==> src/rtl/seven_seg_defs.sv <==
// Shared constants and FSM encoding for the score display encoder.
// Digit geometry, saturation limit and double-dabble shift count.
package seven_seg_defs;

  localparam int BCD_W      = 4;
  localparam int NUM_DIGITS = 3;
  localparam int MAX_MAG    = 999;
  localparam int SHIFT_BITS = 10;
  localparam int CNT_W      = $clog2(SHIFT_BITS);

  typedef enum logic [1:0] {
    IDLE  = 2'd0,
    LOAD  = 2'd1,
    SHIFT = 2'd2,
    DONE  = 2'd3
  } state_t;

endpackage

==> src/rtl/bcd_add3.sv <==
// Double-dabble digit correction: add 3 when the nibble is 5 or more.
// Ports: digit (BCD nibble in), adj (corrected nibble out).
module bcd_add3
  import seven_seg_defs::*;
(
  input  logic [BCD_W-1:0] digit,
  output logic [BCD_W-1:0] adj
);

  assign adj = (digit >= BCD_W'(5)) ? digit + BCD_W'(3) : digit;

endmodule

==> src/rtl/signed_score_bcd_encoder.sv <==
// Signed score to sign flag + 3 saturated BCD digits, one shift/clock.
// Ports: clk, rst, start/value in; ready, done, neg, ovf, hundreds/tens/ones out.
module signed_score_bcd_encoder
  import seven_seg_defs::*;
#(
  parameter int IN_W = 11
) (
  input  logic            clk,
  input  logic            rst,
  input  logic            start,
  input  logic [IN_W-1:0] value,
  output logic            ready,
  output logic            done,
  output logic            neg,
  output logic            ovf,
  output logic [3:0]      hundreds,
  output logic [3:0]      tens,
  output logic [3:0]      ones
);

  localparam int MW = (IN_W > SHIFT_BITS) ? IN_W : SHIFT_BITS;
  localparam int BW = NUM_DIGITS * BCD_W;

  state_t state;
  state_t state_n;

  logic [IN_W-1:0]       in_r;
  logic [IN_W-1:0]       mag;
  logic [MW-1:0]         mag_ext;
  logic                  sat;
  logic [SHIFT_BITS-1:0] bin;
  logic [BW-1:0]         bcd;
  logic [BW-1:0]         adj;
  logic [BW+SHIFT_BITS-1:0] sh;
  logic [CNT_W-1:0]      cnt;
  logic                  last;
  logic                  neg_r;
  logic                  ovf_r;

  // Unsigned negate: the most negative input maps to 2^(IN_W-1).
  assign mag     = in_r[IN_W-1] ? (~in_r + 1'b1) : in_r;
  assign mag_ext = MW'(mag);
  assign sat     = mag_ext > MW'(MAX_MAG);

  for (genvar i = 0; i < NUM_DIGITS; i++) begin : g_add3
    bcd_add3 u_add3 (
      .digit (bcd[i*BCD_W +: BCD_W]),
      .adj   (adj[i*BCD_W +: BCD_W])
    );
  end

  assign sh   = {adj, bin} << 1;
  assign last = cnt == CNT_W'(SHIFT_BITS - 1);

  assign ready = state == IDLE;
  assign done  = state == DONE;

  always_ff @(posedge clk) begin
    if (rst) state <= IDLE;
    else     state <= state_n;
  end

  always_comb begin
    state_n = state;
    unique case (state)
      IDLE:  if (start) state_n = LOAD;
      LOAD:  state_n = SHIFT;
      SHIFT: if (last) state_n = DONE;
      DONE:  state_n = IDLE;
    endcase
  end

  always_ff @(posedge clk) begin
    if (rst) begin
      in_r     <= '0;
      bin      <= '0;
      bcd      <= '0;
      cnt      <= '0;
      neg_r    <= 1'b0;
      ovf_r    <= 1'b0;
      neg      <= 1'b0;
      ovf      <= 1'b0;
      hundreds <= '0;
      tens     <= '0;
      ones     <= '0;
    end else begin
      unique case (state)
        IDLE: if (start) in_r <= value;
        LOAD: begin
          bin   <= sat ? SHIFT_BITS'(MAX_MAG)
                       : mag_ext[SHIFT_BITS-1:0];
          bcd   <= '0;
          neg_r <= in_r[IN_W-1];
          ovf_r <= sat;
          cnt   <= '0;
        end
        SHIFT: begin
          {bcd, bin} <= sh;
          cnt        <= cnt + 1'b1;
          // Publish straight from the final shift result.
          if (last) begin
            hundreds <= sh[SHIFT_BITS+2*BCD_W +: BCD_W];
            tens     <= sh[SHIFT_BITS+BCD_W +: BCD_W];
            ones     <= sh[SHIFT_BITS +: BCD_W];
            neg      <= neg_r;
            ovf      <= ovf_r;
          end
        end
        DONE: ;
      endcase
    end
  end

endmodule
==> config.mk <==
export PLATFORM = sky130hd
export DESIGN_NAME = signed_score_bcd_encoder
export DESIGN_NICKNAME = d
export VERILOG_FILES = /design/src/rtl/seven_seg_defs.sv /design/src/rtl/bcd_add3.sv /design/src/rtl/signed_score_bcd_encoder.sv
export SDC_FILE = /design/constraint.sdc
export NUM_CORES = 1
export LEC_CHECK = 0
export CAP_MARGIN = 25
export CORE_MARGIN = 1
export CORE_UTILIZATION = 60
export DETAILED_ROUTE_END_ITERATION = 6
export PLACE_DENSITY = 0.84
export SYNTH_ARGS = -nofsm -noshare
export SYNTH_HDL_FRONTEND = slang
export SYNTH_SLANG_ARGS = --single-unit
==> constraint.sdc <==
create_clock -name clk -period 5.78 [get_ports clk]
set_input_delay 1.445 -clock clk [delete_from_list [all_inputs] [get_ports clk]]
set_output_delay 1.445 -clock clk [all_outputs]
set_load 0.02 [all_outputs]
=== Yosys cells after proc, flatten, opt, wreduce, memory -nomap -nowiden ===
Cells that the tools add are included.
W data, S select, Z words.

* Add/sub/neg operators: 5
* $lt $le $gt $ge: 4
* Equality and inequality tests: 6
* Multiplexer cells: 11
* Bitwise operators: 1
* Reduce and logical (&&, ||, !) cells: 5

{| class="wikitable"
|+ Operator list
! cell !! number
|-
| $pmux W12 S2 || 1
|-
| $pmux W10 S2 || 1
|-
| $ge A4 B3 Y1 const B || 3
|-
| $add A11 B1 Y11 const B || 1
|-
| $gt A11 B10 Y1 const B || 1
|-
| $mux W11 || 1
|-
| $not A11 Y11 || 1
|-
| $mux W10 || 1
|-
| $add A4 B2 Y4 const B || 2
|-
| $mux W4 || 2
|-
| $pmux W2 S4 || 1
|-
| $pmux W4 S2 || 1
|-
| $reduce_and A2 Y1 || 3
|-
| $add A4 B1 Y4 const B || 1
|-
| $eq A2 B2 Y1 const B || 2
|-
| $eq A4 B4 Y1 const B || 1
|-
| $mux W2 || 2
|-
| $ne A2 B2 Y1 const B || 2
|-
| $add A3 B2 Y3 const B || 1
|-
| $mux W3 || 1
|-
| $eq A2 B1 Y1 const B || 1
|-
| $logic_not A2 Y1 || 1
|-
| $reduce_bool A2 Y1 || 1
|}

* Flip-flop bits (word level): 55
* Input port bits: 14
* Output and inout bits: 16
* Word-level logic and storage cells: 44

=== Depth between registers and ports, before layout ===
* Word-level depth: 6
* Depth in mapped cells: 9
* Depth with buffers taken out: 8

=== Modules after synthesis ===
From an unflattened synthesis, not the netlist that was laid out.

* Cells, all modules: 366
* Area, all modules: 2800.2 um2

{| class="wikitable"
|+ By module, submodules not included
! module !! times used !! cells an instance !! area each (um2) !! sequential area each (um2)
|-
| signed_score_bcd_encoder || 1 || 318 || 2496.1 || 1101.1
|-
| bcd_add3 || 3 || 16 || 101.3 || 0.0
|}

=== Worst setup path after synthesis ===
OpenSTA, ideal clock, no wires.

* Path type: register to register
* From: register in_r[1]
* To: register ovf_r
* Data arrival time: 2555 ps
* Slack: 3137 ps
* Stages on the path, launching flop included: 10
* Path buffers: 1
* Cell sequence: dfxtp_1 -> inv_1 -> ha_1 -> or4b_4 -> o41ai_1 -> xnor2_1 -> o221ai_1 -> or4b_1 -> buf_2 -> a311oi_2

* Cells in the longest elaborated chain, start to end: 4

{| class="wikitable"
|+ RTL lines
! element !! RTL line !! source
|-
| start, declared || signed_score_bcd_encoder.sv:27 || <nowiki>logic [IN_W-1:0] in_r;</nowiki>
|-
| start signal, assigned || signed_score_bcd_encoder.sv:88 || <nowiki>IDLE: if (start) in_r <= value;</nowiki>
|-
| $not A11 Y11 || signed_score_bcd_encoder.sv:41 || <nowiki>assign mag = in_r[IN_W-1] ? (~in_r + 1'b1) : in_r;</nowiki>
|-
| $add A11 B1 Y11 || signed_score_bcd_encoder.sv:41 ||
|-
| $mux W11 * || signed_score_bcd_encoder.sv:41 ||
|-
| $gt A11 B10 Y1 * || signed_score_bcd_encoder.sv:43 || <nowiki>assign sat = mag_ext > MW'(MAX_MAG);</nowiki>
|-
| end signal, assigned || signed_score_bcd_encoder.sv:94 || <nowiki>ovf_r <= sat;</nowiki>
|-
| end, declared || signed_score_bcd_encoder.sv:38 || <nowiki>logic ovf_r;</nowiki>
|}

Mark *: on every way between the ends. The rest lies on a longest branch, timed or not.
A chain may end at the register's enable or synchronous reset.

=== Final worst setup path ===
* From: register state[1]
* To: output port ready

* Cells in the longest elaborated chain, start to end: 1

{| class="wikitable"
|+ RTL lines
! element !! RTL line !! source
|-
| start, declared || signed_score_bcd_encoder.sv:24 || <nowiki>state_t state;</nowiki>
|-
| start signal, assigned || signed_score_bcd_encoder.sv:60 || <nowiki>else state <= state_n;</nowiki>
|-
| $logic_not A2 Y1 || signed_score_bcd_encoder.sv:55 || <nowiki>assign ready = state == IDLE;</nowiki>
|-
| end, declared || signed_score_bcd_encoder.sv:12 || <nowiki>output logic ready,</nowiki>
|}

No other way between the ends.

==> flow_metrics.py <==
metrics = {
    "status": {
        "status": "finished, final reports clean",
    },
    "layout": {
        "most-common-layout-cells": "nand2_1 (57), dfxtp_1 (55), a21oi_1 (43)",
        "final_common_cell": "nand2_1",
        "antennaDiodeCount": 0,
        "nNetsFinal": 390,
        "n_fill_cell": 371,
        "fin_cells": 416,
        "drive_above_1_share_pct": 3.297,
        "syn_to_final_growth_pct": 12.63,
    },
    "logic_synthesis": {
        "synth_area_leaders": "dfxtp_1 (40%), a21oi_1 (7.8%), nand2_1 (7.8%), ha_1 (5.9%), nor2_1 (5.7%)",
        "ys_ff_latch": 55,
        "synth_top_area_cell": "dfxtp_1",
        "synth_cell_types": 46,
        "synth_area_mm2": 0.002754,
        "netlist_instances": 349,
        "syn_area_per_cell_um2": 7.891,
        "ys_seq_area_share_pct": 39.98,
        "yosysTopAreaCellShare_pct": 39.98,
        "ys_async_sr_fraction_pct": 0,
        "synth_edf_count": 0,
        "synth_nets": 376,
        "synth-main-ff-cell": "dfxtp_1",
        "yosys_warnings": 0,
    },
    "timing": {
        "finalSetupViolCount": 0,
        "fmax_mhz": 329.6,
        "setup_tns_ns": 0,
        "tightest_slew_ns": 1.038,
        "slew_headroom_pct": 30.80,
        "postLayoutSetupSlackWorst_ns": 2.746,
        "drv_slew": 0,
        "finalClockSkew_ns": 0.008815,
        "rsz0062_at_grt": "no",
        "min_period_ns": 3.034,
        "fin_crit_sh_pct": 52.49,
        "hold_viol": 0,
    },
    "power_and_ir_drop": {
        "power_density_mw_per_mm2": 366.4,
        "irDropWorstVdd_v": 0.0002441,
        "leakage_nw": 1.090,
    },
    "grt": {
        "grtUsageTotal_pct": 24.21,
        "grt_max_degree": 58,
        "grt_overflow_total": 0,
        "grt_first_pass_wirelength_mm": 9.577,
        "grt_pass1_vias": 2170,
        "antenna_found_initial": 0,
    },
    "placement": {
        "io_buffers": 29,
        "dp_hpwl_mm": 3.847,
        "pre_cts_ws_ns": 2.914,
        "place_congestion": 0.8693,
        "place_inst": 408,
    },
    "die": {
        "die_h_um": 69.75,
        "pin_count": 30,
        "core_mm2": 0.004384,
        "dieWidth_um": 69.75,
        "start_util_pct": 62.81,
        "die_area_mm2": 0.004865,
        "num_rows": 24,
    },
    "routing": {
        "post_drt_wl_per_cell_um": 13.31,
        "finalWirelength_mm": 5.538,
        "vias": 2390,
        "drcViolationCount": 0,
        "drt-initial-drc-count": 123,
        "ant_nets": 0,
        "vias_per_cell": 5.745,
        "first_pass_iters": 4,
    },
    "worst_hold_path": {
        "hold_class": "reg -> reg",
    },
    "critical_path": {
        "critical_path.startpoint_type": "flip-flop",
        "worst-path-max-fanout": 5,
        "worstPathArrival_ns": 1.59,
        "cp_data_required_time_ns": 4.34,
        "crit_type": "reg -> out",
        "cp-end-kind": "primary output",
    },
    "clocking": {
        "numCtsBuffers": 5,
        "cts_resized": 0,
        "postCtsSetupBuffers": 0,
        "clk_latency_ns": 0.31,
        "h-tree-depth": 2,
        "cts_sinks": 55,
        "cts_root_buf": "clkbuf_8",
        "postCtsHoldBufs": 0,
        "clockBufferDepth": 2,
        "clk_pin_slew_ns": 0.10,
        "cts_tree": "built",
    },
    "run": {
        "timing.max_cap.violations": 0,
    },
}
## report_power, final
part	internal, mW	switching [mW]	total [mW]
registers	0.426	0.0488	0.475
logic	0.164	0.284	0.448
clock network	0.0873	0.126	0.214
total	0.677	0.459	1.14
## through the flow
stage	instance area, um2	power (mW)	util [%]	hold WS, ns
6_report	3102	1.137	70.75	0.4590
5_1_grt	3102	1.225	70.75	0.4811
4_1_cts	3102	1.139	70.75	0.4610
3_5_place_dp	3013	0.9278	68.72	0.4475
3_3_place_gp	3013	0.9202	68.72	0.4424
2_1_floorplan	2754	0.8316	-	0.4312
## layout make-up
type                            instances  area [um2]  share of cell area [%]
Clock inverter                          2       16.27                  0.5244
Timing Repair Buffer                   29       285.3                   9.197
Multi-Input combinational cell        257        1505                   48.53
Sequential cell                        55        1101                   35.50
Clock buffer                            6       72.57                   2.340
Inverter                               15       56.30                   1.815
Tap cell                               52       65.06                   2.098
## critical path: stages, from the launching register on
cell and delay, ns:
dfxtp_1 0.34, inv_1 0.10, ha_1 0.22, clkdlybuf4s50_1 0.62
## flip-flops by register name (all words and copies together), names as in the netlist
name / cells
cnt: 4
bcd: 12
neg_r: 1
tens: 4
bin: 10
ones: 4
ovf: 1
ovf_r: 1
hundreds: 4
neg: 1
in_r: 11
state: 2
## layer usage
layer,vias to the layer above,track usage (%),share of wire (%)
li1,1237,-,-
met1,1106,32.44,49
met2,41,39.91,46
met3,6,5.233,3.3
met4,0,5.778,1.0
met5,-,0,0
## cell families (layout without fill, tap and decap cells)
logic type / after synthesis / in the layout / synth area share [%]
AOI/OAI and AO/OA: 93 / 93 / 21.54
adders and majority gates: 13 / 13 / 5.907
xor gates and xnor gates: 10 / 10 / 3.180
DFF: 55 / 55 / 39.98
buffers and inverters: 37 / 52 / 5.361
muxes: 5 / 5 / 1.817
and+or+nand+nor: 136 / 136 / 22.22
## final timing paths
kind / end / slack (ns) / startpoint / depth (start not counted)
setup / recovery: ready / 2.75 / state[1] / 3
setup reg to reg: ovf_r / 2.87 / in_r[1] / 8
hold / removal: tens[2] / 0.46 / tens[2] / 2
hold reg to reg: tens[2] / 0.46 / tens[2] / 2
## cells in the mapped netlist (3+ instances only)
cell type  number
a211oi_1        4
a21oi_1        43
a22oi_1         8
a31oi_1         3
a32oi_1         3
clkbuf_1       18
dfxtp_1        55
ha_1           13
inv_1          15
mux2i_1         5
nand2_1        57
nand2b_1        6
nand3_1         3
nor2_1         42
nor3_1         10
nor3b_1         3
o21ai_0         8
o21ai_1         4
o31ai_1         5
or3_1           3
xnor2_1         5
xor2_1          5
Note: power is estimated with default switching activity, not from simulation.
